$ cat config.mk
export PLATFORM = sky130hd
export DESIGN_NAME = foc_stage_sequencer
export DESIGN_NICKNAME = d
export VERILOG_FILES = /design/src/rtl/foc_stage_sequencer.sv
export SDC_FILE = /design/constraint.sdc
export NUM_CORES = 1
export LEC_CHECK = 0
export ABC_AREA = 1
export BUFFER_PORTS_ARGS = -buffer_cell sky130_fd_sc_hd__clkbuf_2
export CAP_MARGIN = 15
export CORE_AREA = 2 2 141 109
export DETAILED_ROUTE_END_ITERATION = 8
export DIE_AREA = 0 0 143 111
export PLACE_DENSITY = 0.73
export SETUP_SLACK_MARGIN = 0.3
export SYNTH_ARGS = -nofsm -noshare
export SYNTH_HDL_FRONTEND = slang
export SYNTH_SLANG_ARGS = --single-unit
export TNS_END_PERCENT = 100
$ cat constraint.sdc
create_clock -name clk -period 6.05 [get_ports clk]
set_clock_uncertainty 0.2 [all_clocks]
set_input_delay 0.3025 -clock clk [delete_from_list [all_inputs] [get_ports clk]]
set_output_delay 0.3025 -clock clk [all_outputs]
set_load 0.005 [all_outputs]
$ cat src/rtl/foc_stage_sequencer.sv
// rtl/foc_stage_sequencer.sv - captures one sample bundle per control cycle and sequences N_STAGES start/done stages
module foc_stage_sequencer #(
    parameter int  D_WIDTH  = 16,
    parameter int  N_CH     = 6,
    parameter int  N_STAGES = 6,
    parameter int  TIMEOUT  = 255,
    parameter int  CNT_W    = 16,
    localparam int IW       = (N_STAGES > 1) ? $clog2(N_STAGES) : 1
) (
    input  logic                     clk,
    input  logic                     reset,
    input  logic                     in_valid,
    output logic                     in_ready,
    input  logic [N_CH*D_WIDTH-1:0]  in_data,
    output logic [N_CH*D_WIDTH-1:0]  smp_data,
    input  logic [N_STAGES-1:0]      stage_fixed,
    input  logic [N_STAGES-1:0]      stage_bypass,
    output logic [N_STAGES-1:0]      stage_start,
    input  logic [N_STAGES-1:0]      stage_done,
    output logic                     mod_clear,
    output logic                     cycle_done,
    output logic [CNT_W-1:0]         cycle_count,
    output logic                     busy,
    output logic                     fault,
    output logic [IW-1:0]            fault_stage,
    input  logic                     fault_clr
);

    localparam int TW = $clog2(TIMEOUT + 1);

    typedef enum logic [2:0] {
        S_IDLE   = 3'd0,
        S_LAUNCH = 3'd1,
        S_WAIT   = 3'd2,
        S_CLEAR  = 3'd3,
        S_FAULT  = 3'd4
    } state_t;

    state_t                state;
    logic [IW-1:0]         idx;
    logic [TW-1:0]         timer;
    logic [N_STAGES-1:0]   fixed_q;
    logic [N_STAGES-1:0]   bypass_q;
    logic                  fault_first;
    logic [IW:0]           first_hit;
    logic [IW:0]           succ_hit;
    logic                  advance;

    // Returns {found, index} of the lowest non-bypassed stage at or above 'from'.
    function automatic logic [IW:0] next_active(input logic [N_STAGES-1:0] byp, input int from);
        logic [IW:0] r;
        r = '0;
        for (int i = N_STAGES - 1; i >= 0; i--) begin
            if (i >= from && !byp[i]) r = {1'b1, IW'(i)};
        end
        return r;
    endfunction

    always_comb begin
        first_hit = next_active(stage_bypass, 0);
        succ_hit  = next_active(bypass_q, int'(idx) + 1);
        advance   = fixed_q[idx] | stage_done[idx];
    end

    assign in_ready    = (state == S_IDLE);
    assign busy        = (state != S_IDLE);
    assign cycle_done  = (state == S_CLEAR);
    assign mod_clear   = (state == S_CLEAR) || ((state == S_FAULT) && fault_first);
    assign stage_start = (state == S_LAUNCH) ? (N_STAGES'(1) << idx) : '0;

    always_ff @(posedge clk or posedge reset) begin
        if (reset) begin
            state       <= S_IDLE;
            idx         <= '0;
            timer       <= '0;
            fixed_q     <= '0;
            bypass_q    <= '0;
            fault_first <= 1'b0;
            smp_data    <= '0;
            cycle_count <= '0;
            fault       <= 1'b0;
            fault_stage <= '0;
        end else begin
            case (state)
                S_IDLE: begin
                    if (in_valid) begin
                        smp_data <= in_data;
                        fixed_q  <= stage_fixed;
                        bypass_q <= stage_bypass;
                        if (first_hit[IW]) begin
                            idx   <= first_hit[IW-1:0];
                            state <= S_LAUNCH;
                        end else begin
                            state <= S_CLEAR;
                        end
                    end
                end
                S_LAUNCH: begin
                    timer <= '0;
                    state <= S_WAIT;
                end
                S_WAIT: begin
                    if (advance) begin
                        if (succ_hit[IW]) begin
                            idx   <= succ_hit[IW-1:0];
                            state <= S_LAUNCH;
                        end else begin
                            state <= S_CLEAR;
                        end
                    end else if (timer == TW'(TIMEOUT - 1)) begin
                        // This was the last permitted WAIT cycle without done.
                        fault       <= 1'b1;
                        fault_stage <= idx;
                        fault_first <= 1'b1;
                        state       <= S_FAULT;
                    end else begin
                        timer <= timer + 1'b1;
                    end
                end
                S_CLEAR: begin
                    cycle_count <= cycle_count + 1'b1;
                    state       <= S_IDLE;
                end
                S_FAULT: begin
                    fault_first <= 1'b0;
                    if (fault_clr) begin
                        fault <= 1'b0;
                        state <= S_IDLE;
                    end
                end
                default: state <= S_IDLE;
            endcase
        end
    end

endmodule

==> flow_summary.toml <==
[logic_synthesis]
synth_compound_area_share_pct = 2.89
synth_top_area_cell = "dfrtp_1"
yosysWarnings = 0
netlist_area_um2 = 6410
synth.top_cell.area_share_pct = 55.8
synth_area_per_cell_um2 = 12.0
synth_nets = 658
yosys.area_share.xor_xnor_pct = 2.05
synth_cell_types = 37
ys_ff_latch = 143
postSynthCellCount = 532
synth.area.top_cells = "dfrtp_1, mux2_2, mux2_4, nand2_1, inv_1"
synth_mux_area_share_pct = 19.9
synth_top_family_by_area = "multiplexers"
synth-simple-area-share_pct = 12.6
synthAdderAreaFrac_pct = 1.56
seq_area_frac_synth_pct = 55.8

[sta]
timing.final.hold_violations = 0
tightest_slew_ns = 0.769
rsz0062_at_grt = "false"
maxSlewViolCount = 0
setup_viol = 0
tns_ns = 0
period_needed_ns = 2.72
slew_headroom_pct = 48.7
max_freq_mhz = 368
period_share_pct = 44.9

[critical_path]
worstSetupPathType = "reg2reg"
worstPathMaxFanout = 43
arrival_ns = 2.82
slowest_delay_ns = 0.68
path_buf_inv = 1
crit_path_top_delay_cell = "buf_4"
worstSetupStartpointType = "flop"
crit_chain = "nor2_4, nand2_4, nor2_8, buf_4, mux2_2"
cp.required_ns = 6.15
critPathCaptureType = "flop"
critPathTopFamily = "simple AND/OR/NAND/NOR gates"

[cells_and_area]
drive_gt1_share_pct = 44.8
fin_cells = 1112
syn2layout_area_growth_pct = 48.0
nFillCells = 1077
nNetsFinal = 1019

[floorplan]
ios = 244
initial_utilization_pct = 43.6
die_area_um2 = 15900
fp.dieW_um = 143
dieHeight_um = 111
core_um2 = 14700
rows = 39

[global_route]
antenna_found_initial = 1
met3_usage_pct = 6.65
met1_usage_pct = 27.7
met2_usage_pct = 36.0
grt.total_usage_pct = 22.0
grt_overflow_total = 0
top_usage_layer = "met2"
grt_pass1_vias = 5533
grt_max_degree = 88
grt_pass1_wl_um = 27400

[routing]
route.detailed.drc = 0
num_vias = 5173
wl_per_cell_um = 14.9
dr.pass1.iters = 4
vias_per_cell = 4.65
ant_nets = 0
drtIter0Drc = 215
routed_wl_um = 16600

[clock_tree]
clkTransAtPathRegs_ns = 0.06
clockRootBuffer = "clkbuf_16"
clkSinkCount = 143
cts_max_level = 4
cts_resized = 0
cts_made_buffers = 17
insertion_delay_ns = 0.42
cts_tree = "done"
clock_path_buffers = 2

[pwr]
ir_drop_mv = 0.230
p_leak_nw = 4.83
p_per_area_nw_per_um2 = 447

[min_path]
worstHoldPathType = "in2reg"

[run]
maxCapViolCount = 0

[placed_design]
portBuffers = 243
dpl.cell_count = 969
gp_congestion = 0.767
dp_hpwl_um = 10200

[outcome]
outcome = "finished, final reports clean"
==> worst min-delay path, stage by stage <==
cell      delay, ns
clkbuf_2       0.09
nor2_1         0.18
inv_1          0.06
nand2_1        0.07
a21oi_1        0.05
inv_1          0.05
a21oi_1        0.03
==> synth_stat cells <==
library cell and instances:
nor2_1 15, buf_2 1, o21ai_1 12, nand2_4 1, nor2_2 3, buf_4 7, a31o_2 1, nand3_4 1
nor2_4 3, o21ai_0 13, ha_1 8, nand4_2 1, nand2_2 2, inv_1 47, or2_2 4, nand3_1 22
mux2_4 36, a31oi_1 1, o31ai_1 1, nand3b_1 4, a21boi_0 1, nand3b_2 1, nand4_1 5, xnor2_1 3
buf_8 3, dfrtp_1 143, a21oi_1 6, nor2_8 1, mux2_2 65, inv_2 5, buf_6 3, clkinv_2 1
nor3_1 7, xor2_1 12, nor3_2 3, nand2_1 88, nand3_2 2
==> placed cells by master (no fill, tap or decap), types with 13 or more instances in the layout <==
cell	count
clkbuf_16	17
clkbuf_2	243
dfrtp_1	143
dlygate4sd3_1	110
inv_1	46
mux2_2	65
mux2_4	36
nand2_1	88
nand3_1	22
nor2_1	15
o21ai_0	13
==> per-stage QoR <==
stage | total power, mW | instance area, um^2 | worst slack (ns) | utilization, % | hold WS [ns]
floorplan | 2.53 | 6410 | 1.71 | - | 0.223
detailed placement | 3.07 | 7770 | 3.31 | 52.9 | 0.264
global route | 4.52 | 9490 | 3.18 | 64.6 | 0.284
finish | 4.24 | 9490 | 3.33 | 64.6 | 0.254
CTS | 4.24 | 9490 | 3.30 | 64.6 | 0.222
global placement | 3.03 | 7770 | 3.39 | 52.9 | 0.257
==> state kept, by name, summed over array words and instances, names as in the netlist <==
| register | count |
|---|---|
| smp_data | 96 |
| cycle_count | 16 |
| timer | 8 |
| bypass_q | 6 |
| fixed_q | 6 |
| fault_stage | 3 |
| idx | 3 |
| state | 3 |
| fault | 1 |
| fault_first | 1 |
==> where the power goes <==
part | switching (mW) | leakage [nW] | internal (mW)
clock | 0.403 | 0.293 | 0.682
sequential | 0.264 | 1.75 | 1.36
combinational | 0.693 | 2.79 | 0.839
total | 1.36 | 4.83 | 2.88
==> final timing paths <==
| kind | cells past startpoint | start | to | slack (ns) |
|---|---|---|---|---|
| setup / recovery | 5 | state[0] | smp_data[73] | 3.33 |
| max in group asynchronous | 4 | reset | bypass_q[5] | 3.97 |
| setup reg to reg | 5 | state[0] | smp_data[73] | 3.33 |
| hold / removal | 7 | in_valid | state[0] | 0.25 |
| min in group asynchronous | 3 | reset | smp_data[62] | 0.38 |
| hold reg to reg | 2 | fault | fault | 0.28 |
==> layout make-up <==
class                   instances  area, um^2  share of cell area, %
diodes                          1        2.50                 0.0264
clock buffers                  23         478                   5.04
clock inverters                 9         133                   1.40
inverters                      53         205                   2.16
multi-input cells             322        2490                   26.3
flip-flops and latches        143        3580                   37.7
well taps                     205         256                   2.70
repair buffers                356        2340                   24.7
==> per-layer routing <==
layer / up-vias / routed length [um]
met5: - / 0
met4: 0 / 287
met3: 23 / 1160
met2: 194 / 7840
met1: 2471 / 7270
li1: 2485 / -
==> cells by family after synthesis <==
family / count (synthesis)
and+or+nand+nor: 163
DFF: 143
muxes: 101
buffers and inverters: 67
AOI/OAI and AO/OA: 35
xor gates and xnor gates: 15
adders and majority gates: 8
==> timing repair <==
item | in CTS | in global routing
hold endpoints to repair | 195 | 0
hold buffers | 110 | 0
endpoints found under the setup margin | 0 | 0
setup buffers | 0 | 0
No activity file was read; power rests on OpenSTA's default activity.
